## src/rtl/cnt3_pkg.sv

```systemverilog
// -----------------------------------------------------------------------------
// cnt3_pkg
// Shared definitions for the 3-bit-counter PWM stage: period geometry, the
// lock FSM state type and the duty clip helper.
// -----------------------------------------------------------------------------
package cnt3_pkg;

  // Slots per PWM period; tied to the 3-bit counter, so not a parameter.
  localparam int PERIOD = 8;
  // Counter width.
  localparam int CW = 3;
  // Duty request width (0..15, meaningful range 0..PERIOD).
  localparam int DW = 4;

  typedef enum logic {
    SYNC = 1'b0,  // waiting for c == 0 to align with the counter
    RUN  = 1'b1   // aligned; count is checked every cycle
  } state_e;

  // Requests above one full period saturate to "always high".
  function automatic logic [DW-1:0] clip_duty(input logic [DW-1:0] d);
    return (d > DW'(PERIOD)) ? DW'(PERIOD) : d;
  endfunction

endpackage

```

## src/rtl/cnt3_seq_check.sv

```systemverilog
// -----------------------------------------------------------------------------
// cnt3_seq_check
// Tracks the previously sampled count and flags any sample that is not the
// previous one plus one (mod 8). Keeps a saturating count of flagged
// discontinuities while the caller enables counting.
//
// Ports
//   clk          in   clock
//   reset        in   synchronous, active-high
//   c_i          in   sampled counter value {q3,q2,q1}
//   count_en_i   in   a mismatch this cycle is a real error (locked only)
//   mismatch_o   out  combinational: c_i differs from the expected value
//   err_count_o  out  saturating count of enabled mismatches
// -----------------------------------------------------------------------------
module cnt3_seq_check
  import cnt3_pkg::*;
#(
  parameter int ERRW = 8
) (
  input  logic            clk,
  input  logic            reset,
  input  logic [CW-1:0]   c_i,
  input  logic            count_en_i,
  output logic            mismatch_o,
  output logic [ERRW-1:0] err_count_o
);

  logic [CW-1:0]   prev_q;
  logic [CW-1:0]   expected;
  logic [ERRW-1:0] err_q;
  logic [ERRW-1:0] err_d;

  // CW-bit add wraps 7 -> 0, which is the legal counter rollover.
  assign expected   = prev_q + CW'(1);
  assign mismatch_o = (c_i != expected);

  always_comb begin
    err_d = err_q;
    if (count_en_i && mismatch_o && (err_q != '1)) begin
      err_d = err_q + ERRW'(1);
    end
  end

  always_ff @(posedge clk) begin
    // NOTE: sequential state uses non-blocking assignments so every register
    // samples pre-edge values regardless of process ordering.
    if (reset) begin
      prev_q <= '0;
      err_q  <= '0;
    end else begin
      prev_q <= c_i;
      err_q  <= err_d;
    end
  end

  assign err_count_o = err_q;

endmodule

```

## src/rtl/cnt3_pwm.sv

```systemverilog
// -----------------------------------------------------------------------------
// cnt3_pwm
// Turns the free-running 3-bit count into an 8-slot PWM waveform. A new duty
// value is taken through a one-deep valid/ready holding register and applied
// only on the last slot of a period, so the waveform never glitches mid-period.
// The count is checked every locked cycle; a discontinuity drops lock until
// the counter next shows 0.
//
// Ports
//   clk           in   clock shared with the counter
//   reset         in   synchronous, active-high
//   q1, q2, q3    in   counter bits (q1 = LSB)
//   duty_in       in   requested high slots per period (9..15 clip to 8)
//   duty_valid    in   duty_in is valid
//   duty_ready    out  holding register is empty
//   pwm_out       out  registered PWM output
//   period_start  out  one-cycle pulse, one cycle after a locked c == 0
//   locked        out  FSM is in RUN
//   seq_err       out  one-cycle pulse, one cycle after a bad sample
//   err_count     out  saturating count of discontinuities
// -----------------------------------------------------------------------------
module cnt3_pwm
  import cnt3_pkg::*;
#(
  parameter int ERRW = 8
) (
  input  logic            clk,
  input  logic            reset,
  input  logic            q1,
  input  logic            q2,
  input  logic            q3,
  input  logic [DW-1:0]   duty_in,
  input  logic            duty_valid,
  output logic            duty_ready,
  output logic            pwm_out,
  output logic            period_start,
  output logic            locked,
  output logic            seq_err,
  output logic [ERRW-1:0] err_count
);

  logic [CW-1:0] c;
  logic          mismatch;
  logic          accept;

  state_e        state_q, state_d;
  logic          pwm_q, pwm_d;
  logic          ps_q, ps_d;
  logic          serr_q, serr_d;
  logic [DW-1:0] duty_act_q, duty_act_d;
  logic [DW-1:0] pend_q, pend_d;
  logic          pend_v_q, pend_v_d;

  // A cycle that behaves as RUN: locked with a good count, or the locking
  // cycle itself (SYNC sampling 0).
  logic          run_ok;
  logic          apply;

  assign c      = {q3, q2, q1};
  assign accept = duty_valid && !pend_v_q;

  cnt3_seq_check #(
    .ERRW (ERRW)
  ) u_seq_check (
    .clk         (clk),
    .reset       (reset),
    .c_i         (c),
    .count_en_i  (state_q == RUN),
    .mismatch_o  (mismatch),
    .err_count_o (err_count)
  );

  always_comb begin
    // NOTE: every signal driven here gets its default first, so no branch
    // can leave one unassigned and infer a latch.
    state_d    = state_q;
    run_ok     = 1'b0;
    serr_d     = 1'b0;
    duty_act_d = duty_act_q;
    pend_d     = pend_q;
    pend_v_d   = pend_v_q;

    case (state_q)
      SYNC: begin
        if (c == '0) begin
          state_d = RUN;
          run_ok  = 1'b1;
        end
      end
      RUN: begin
        if (mismatch) begin
          state_d = SYNC;
          serr_d  = 1'b1;
        end else begin
          run_ok = 1'b1;
        end
      end
      default: state_d = SYNC;
    endcase

    // Slot c is high while c is below the active duty; the compare uses the
    // duty that governs the current period even on its last slot.
    pwm_d = run_ok && ({1'b0, c} < duty_act_q);
    ps_d  = run_ok && (c == '0);
    apply = run_ok && (c == CW'(PERIOD - 1));

    if (apply && accept) begin
      // Value arriving exactly on the apply slot skips the holding register.
      duty_act_d = clip_duty(duty_in);
    end else begin
      if (apply && pend_v_q) begin
        duty_act_d = pend_q;
        pend_v_d   = 1'b0;
      end
      if (accept) begin
        pend_d   = clip_duty(duty_in);
        pend_v_d = 1'b1;
      end
    end
  end

  always_ff @(posedge clk) begin
    if (reset) begin
      state_q    <= SYNC;
      pwm_q      <= 1'b0;
      ps_q       <= 1'b0;
      serr_q     <= 1'b0;
      duty_act_q <= '0;
      pend_q     <= '0;
      pend_v_q   <= 1'b0;
    end else begin
      state_q    <= state_d;
      pwm_q      <= pwm_d;
      ps_q       <= ps_d;
      serr_q     <= serr_d;
      duty_act_q <= duty_act_d;
      pend_q     <= pend_d;
      pend_v_q   <= pend_v_d;
    end
  end

  assign duty_ready   = !pend_v_q;
  assign pwm_out      = pwm_q;
  assign period_start = ps_q;
  assign locked       = (state_q == RUN);
  assign seq_err      = serr_q;

endmodule
```

## config.mk

```make
export PLATFORM = sky130hd
export DESIGN_NAME = cnt3_pwm
export DESIGN_NICKNAME = d
export VERILOG_FILES = /design/src/rtl/cnt3_pkg.sv /design/src/rtl/cnt3_seq_check.sv /design/src/rtl/cnt3_pwm.sv
export SDC_FILE = /design/constraint.sdc
export NUM_CORES = 1
export LEC_CHECK = 0
export ABC_AREA = 1
export ABC_CLOCK_PERIOD_IN_PS = 1900
export CORE_MARGIN = 3
export CORE_UTILIZATION = 51
export CTS_CLUSTER_DIAMETER = 150
export DETAILED_ROUTE_END_ITERATION = 10
export GPL_TIMING_DRIVEN = 0
export PLACE_DENSITY_LB_ADDON = 0.25
export SLEW_MARGIN = 20
export SYNTH_ARGS = -nofsm -noshare
export SYNTH_HDL_FRONTEND = slang
export SYNTH_SLANG_ARGS = --single-unit
```

## constraint.sdc

```tcl
create_clock -name clk -period 1.9 [get_ports clk]
set_clock_uncertainty 0.2 [all_clocks]
set_input_delay 0.38 -clock clk [delete_from_list [all_inputs] [get_ports clk]]
set_output_delay 0.38 -clock clk [all_outputs]
set_load 0.05 [all_outputs]
```

# Word-level counts from Yosys, hierarchy flattened
# Cells that the tools add are included.
# Widths: inputs -> output; s select.
# word_totals
word_cells,42
ff_bits,24
input_bits,10
output_inout_bits,13
# classes
magnitude_cmp,2
muxes,9
n_bitwise,2
eq_ne,3
n_addsub,2
reduce_logical,15
# op_table
cell,n
$mux 4,3
$add 8x1->8 const B,1
$logic_and 1x1->1,8
$ne 8x8->1 const B,1
$mux 1,5
$gt 4x4->1 const B,1
$lt 3x4->1,1
$reduce_and 2->1,2
$reduce_bool 2->1,2
$add 3x1->3 const B,1
$eq 3x3->1 const B,1
$logic_not 3->1,1
$ne 3x3->1,1
$not 1->1,2
$pmux 1 s2,1
$reduce_or 2->1,1
$logic_not 1->1,1

# Longest topological paths before layout
# logic_depth
depth_word,8
ltp_mapped,12
mapped_depth_nobuf,11

# Cells and area by module
# A second synthesis with hierarchy kept.
# unflattened
cells_unflattened,207
hier_area_um2,1445.1
# modules_own_cells
module,cells_each,area_each_um2,seq_area_each_um2,instances
cnt3_pwm,96,724.4,260.2,1
cnt3_seq_check,111,720.7,220.2,1

# Worst setup path before layout
# OpenSTA, ideal clock, no wires.
# synth_path
path_type,flip-flop to flip-flop
from,"reg u_seq_check.err_q[0], in the netlist u_seq_check.err_count_o[0]"
to,"reg u_seq_check.err_q[0], in the netlist u_seq_check.err_count_o[0]"
period_less_slack_ns,2.091
stages_incl_launch_ff,10
setup_time_ns,0.148
setup_slack_ns,-0.191
arrival_ns,1.743
n_path_buf,1
t_required_ns,1.552
path_cell_list,dfxtp_1 ha_1 nand2_1 nor2_4 nand3_2 nand3_2 inv_2 buf_6 o21ai_1 a21oi_1
# synth_between
elab_chain_cells,2
elab_cells_between_ends,3
classes_between,1 x add/sub; 1 x eq/ne; 1 x reduce/logical
# synth_lines
element,line,rtl
"start, declared",cnt3_seq_check.sv:30,logic [ERRW-1:0] err_q;
"start signal, assigned",cnt3_seq_check.sv:52,err_q <= err_d;
branches (longest 2 deep; another with $add 8x1->8),-,
# Several ways; the timed one is not identified.
# A chain may end at the register's enable or synchronous reset.

# Final worst setup path
# layout_path
from,"reg u_seq_check.err_q[6], in the netlist u_seq_check.err_count_o[6]"
to,out err_count[6]
# layout_lines
element,line,rtl
"end, declared",cnt3_pwm.sv:39,output logic [ERRW-1:0] err_count
# No word-level cell between the ends.

==> metrics.cfg <==
[floorplanning]
core_region_area_um2 = 2300
start_util_pct = 56.3
die-area_um2 = 3170
num_rows = 17
chipHeight_um = 56.3
top_level_ports = 23
fp.dieW_um = 56.3

[setup_path]
r2r-start = u_seq_check.prev_q[0]
worstPathRequired_ns = 1.32
cp.arrival_ns = 1.27
r2r_slack_ns = 0.08
reg2reg_depth = 11
critPathCaptureType = output port
reg2reg_to = pend_q[0]
crit_buf_inv = 1
cp_max_fo = 4
crit_type = reg -> out
cpPeakStageDelay_ns = 0.53
crit_family = buffers and inverters
crit_chain = clkdlybuf4s15_1
crit_slowest_cell = clkdlybuf4s15_1
crit_cells = 1
startpoint_type = flop

[clock_network]
holdBufCountCts = 0
clock_latency_ns = 0.32
cts_num_sinks = 24
root_buffer = clkbuf_4
clk_path_buf_depth = 2
h-tree-depth = 1
cts_buffers = 3
path_clk_slew_ns = 0.13
cts_tree = yes

[layout]
n_fill_cell = 203
final_common_cell = nand2_1
n_antenna_cell = 0
final_cell_area_um2 = 1600
drive_gt1_share_pct = 22.1
final_cell_mix = nand2_1, inv_1, dfxtp_1, a21oi_1, dlygate4sd2_1
finalNetCount = 214
area_growth_pct = 23.4

[route]
wl_per_cell_um = 12.1
vias_per_cell = 5.07
ant_nets = 0
drtIter0Drc = 25
wl_mm = 2.75
via_count = 1152
drc = 0
first_pass_iters = 4

[global_routing]
overflow = 0
grt_max_degree = 14
grt_pass1_wl_mm = 4.60
grt_antenna_before_repair = 0
grt_usage_pct = 17.6
grt_pass1_vias = 1115

[timing]
setup_viol = 0
period_minus_slack_ns = 1.85
finalCritPeriodShare_pct = 97.6
timing.fmax_mhz = 539
slew_violations = 0
tns_ns = 0
max_slew.worst_pin.slew_ns = 0.576
rsz0062_at_grt = no
slew_headroom_pct = 61.6
hold_violations = 0

[yosys]
ys_seq_elements = 24
syn_avg_cell_area_um2 = 7.56
syn-num-nets = 185
ys_types = 30
syn_area_um2 = 1290
synth_warnings = 0
postSynthCellCount = 171
ys_seq_area_share_pct = 37.2

[power_and_ir_drop]
pwr-share-comb_pct = 17.6
switchingPower_w = 0.000273
power_density_nw_per_um2 = 608
p_int_w = 0.000697
swShare_pct = 28.2
vdd_drop_max_mv = 0.500
leakage_nw = 0.745
sequentialPowerShare_pct = 54.5
clockPowerShare_pct = 27.9

[min_path]
hold_class = in -> reg
holdPathStages = 3
hold_path_end = u_seq_check.prev_q[1]
worstHoldStart = q2

[placement]
post-dp-hpwl_mm = 2.08
gp_congestion = 0.783
io_buffers = 22
placed_area_um2 = 1550

[flow_run]
timing.max_cap.violations = 0

[status]
status = completed

[routing by layer]
layer	global-route usage, %	vias up	share of wire (%)
met2	31.9	22	52
met3	5.98	5	4.2
li1	-	594	-
met5	0	-	0
met1	19.2	531	43
met4	5.42	0	0.51
[sequential cells by signal, indices dropped and copies added (netlist names)]
signal                   count
u_seq_check.err_count_o      8
duty_act_q                   4
pend_q                       4
u_seq_check.prev_q           3
locked                       1
pend_v_q                     1
period_start                 1
pwm_out                      1
seq_err                      1
[Yosys cell counts]
master	instances	share of area, %
a21oi_1	11	4.3
a21oi_2	5	3.4
a31oi_1	1	0.48
and3_1	1	0.48
buf_6	1	0.87
clkbuf_1	1	0.29
clkinv_1	1	0.29
dfxtp_1	24	37
ha_1	4	3.9
inv_1	22	6.4
inv_2	5	1.5
nand2_1	53	15
nand2_2	5	2.4
nand2_4	2	1.7
nand3_1	6	2.3
nand3_2	3	2.3
nand3_4	2	2.7
nand4_1	4	1.9
nand4_2	1	0.97
nand4_4	1	1.6
nor2_1	5	1.5
nor2_2	2	0.97
nor2_4	2	1.7
nor3_1	2	0.77
nor3_4	1	1.3
o21a_1	1	0.58
o21ai_0	1	0.39
o21ai_1	1	0.39
xnor2_1	1	0.68
xor2_1	2	1.4
[worst max-delay path by stage]
stage                                     from                         end  slack, ns
finish              u_seq_check.err_count_o[6]                err_count[6]       0.05
global route                          pend_v_q                  duty_ready      0.005
CTS                 u_seq_check.err_count_o[2]                err_count[2]      0.002
detailed placement                          q3  u_seq_check.err_count_o[4]      -0.29
global placement                            q3  u_seq_check.err_count_o[4]      -0.23
floorplan           u_seq_check.err_count_o[2]  u_seq_check.err_count_o[0]      0.009
[cell families after synthesis]
family	count (synthesis)	synth area share (%)
DFF	24	37.2
adders and majority gates	4	3.87
AOI/OAI and AO/OA	20	9.49
buffers and inverters	30	9.29
and+or+nand+nor	90	38.1
xor gates and xnor gates	3	2.03
[metrics by stage]
step	setup slack [ns]	utilization, %	std cells	total power (W)	hold slack, ns
after floorplan	0.00858	-	171	0.000654	0.239
after global placement	-0.232	67.5	221	0.000703	0.250
after detailed placement	-0.290	67.5	221	0.000709	0.249
after CTS	0.00225	68.6	225	0.000968	0.285
after global routing	0.00536	69.4	227	0.00101	0.224
final	0.0454	69.4	227	0.000970	0.198
[power by group through the flow]
stage / Sequential [W] / Clock (W) / Combinational (W)
global placement: 0.000538 / 0 / 0.000164
finish: 0.000528 / 0.000271 / 0.000171
global route: 0.000530 / 0.000293 / 0.000188
CTS: 0.000527 / 0.000273 / 0.000167
floorplan: 0.000552 / 0 / 0.000102
detailed placement: 0.000539 / 0 / 0.000170
[what timing repair did]
item / CTS / global route
setup buffers: 0 / 2
pin swaps: 0 / 2
setup endpoints to repair: 13 / 13
gates resized for setup: 16 / 11
[final cells by class]
| cell class | instances | area [um^2] | share of cell area, % |
|---|---|---|---|
| sequential | 24 | 485 | 30.4 |
| timing repair buffer | 24 | 219 | 13.7 |
| buffer | 2 | 15.0 | 0.941 |
| inverter | 28 | 105 | 6.59 |
| clock buffer | 4 | 36.3 | 2.27 |
| tap | 28 | 35.0 | 2.20 |
| multi-input combinational | 117 | 699 | 43.8 |
(Power assumes the default switching activity.)
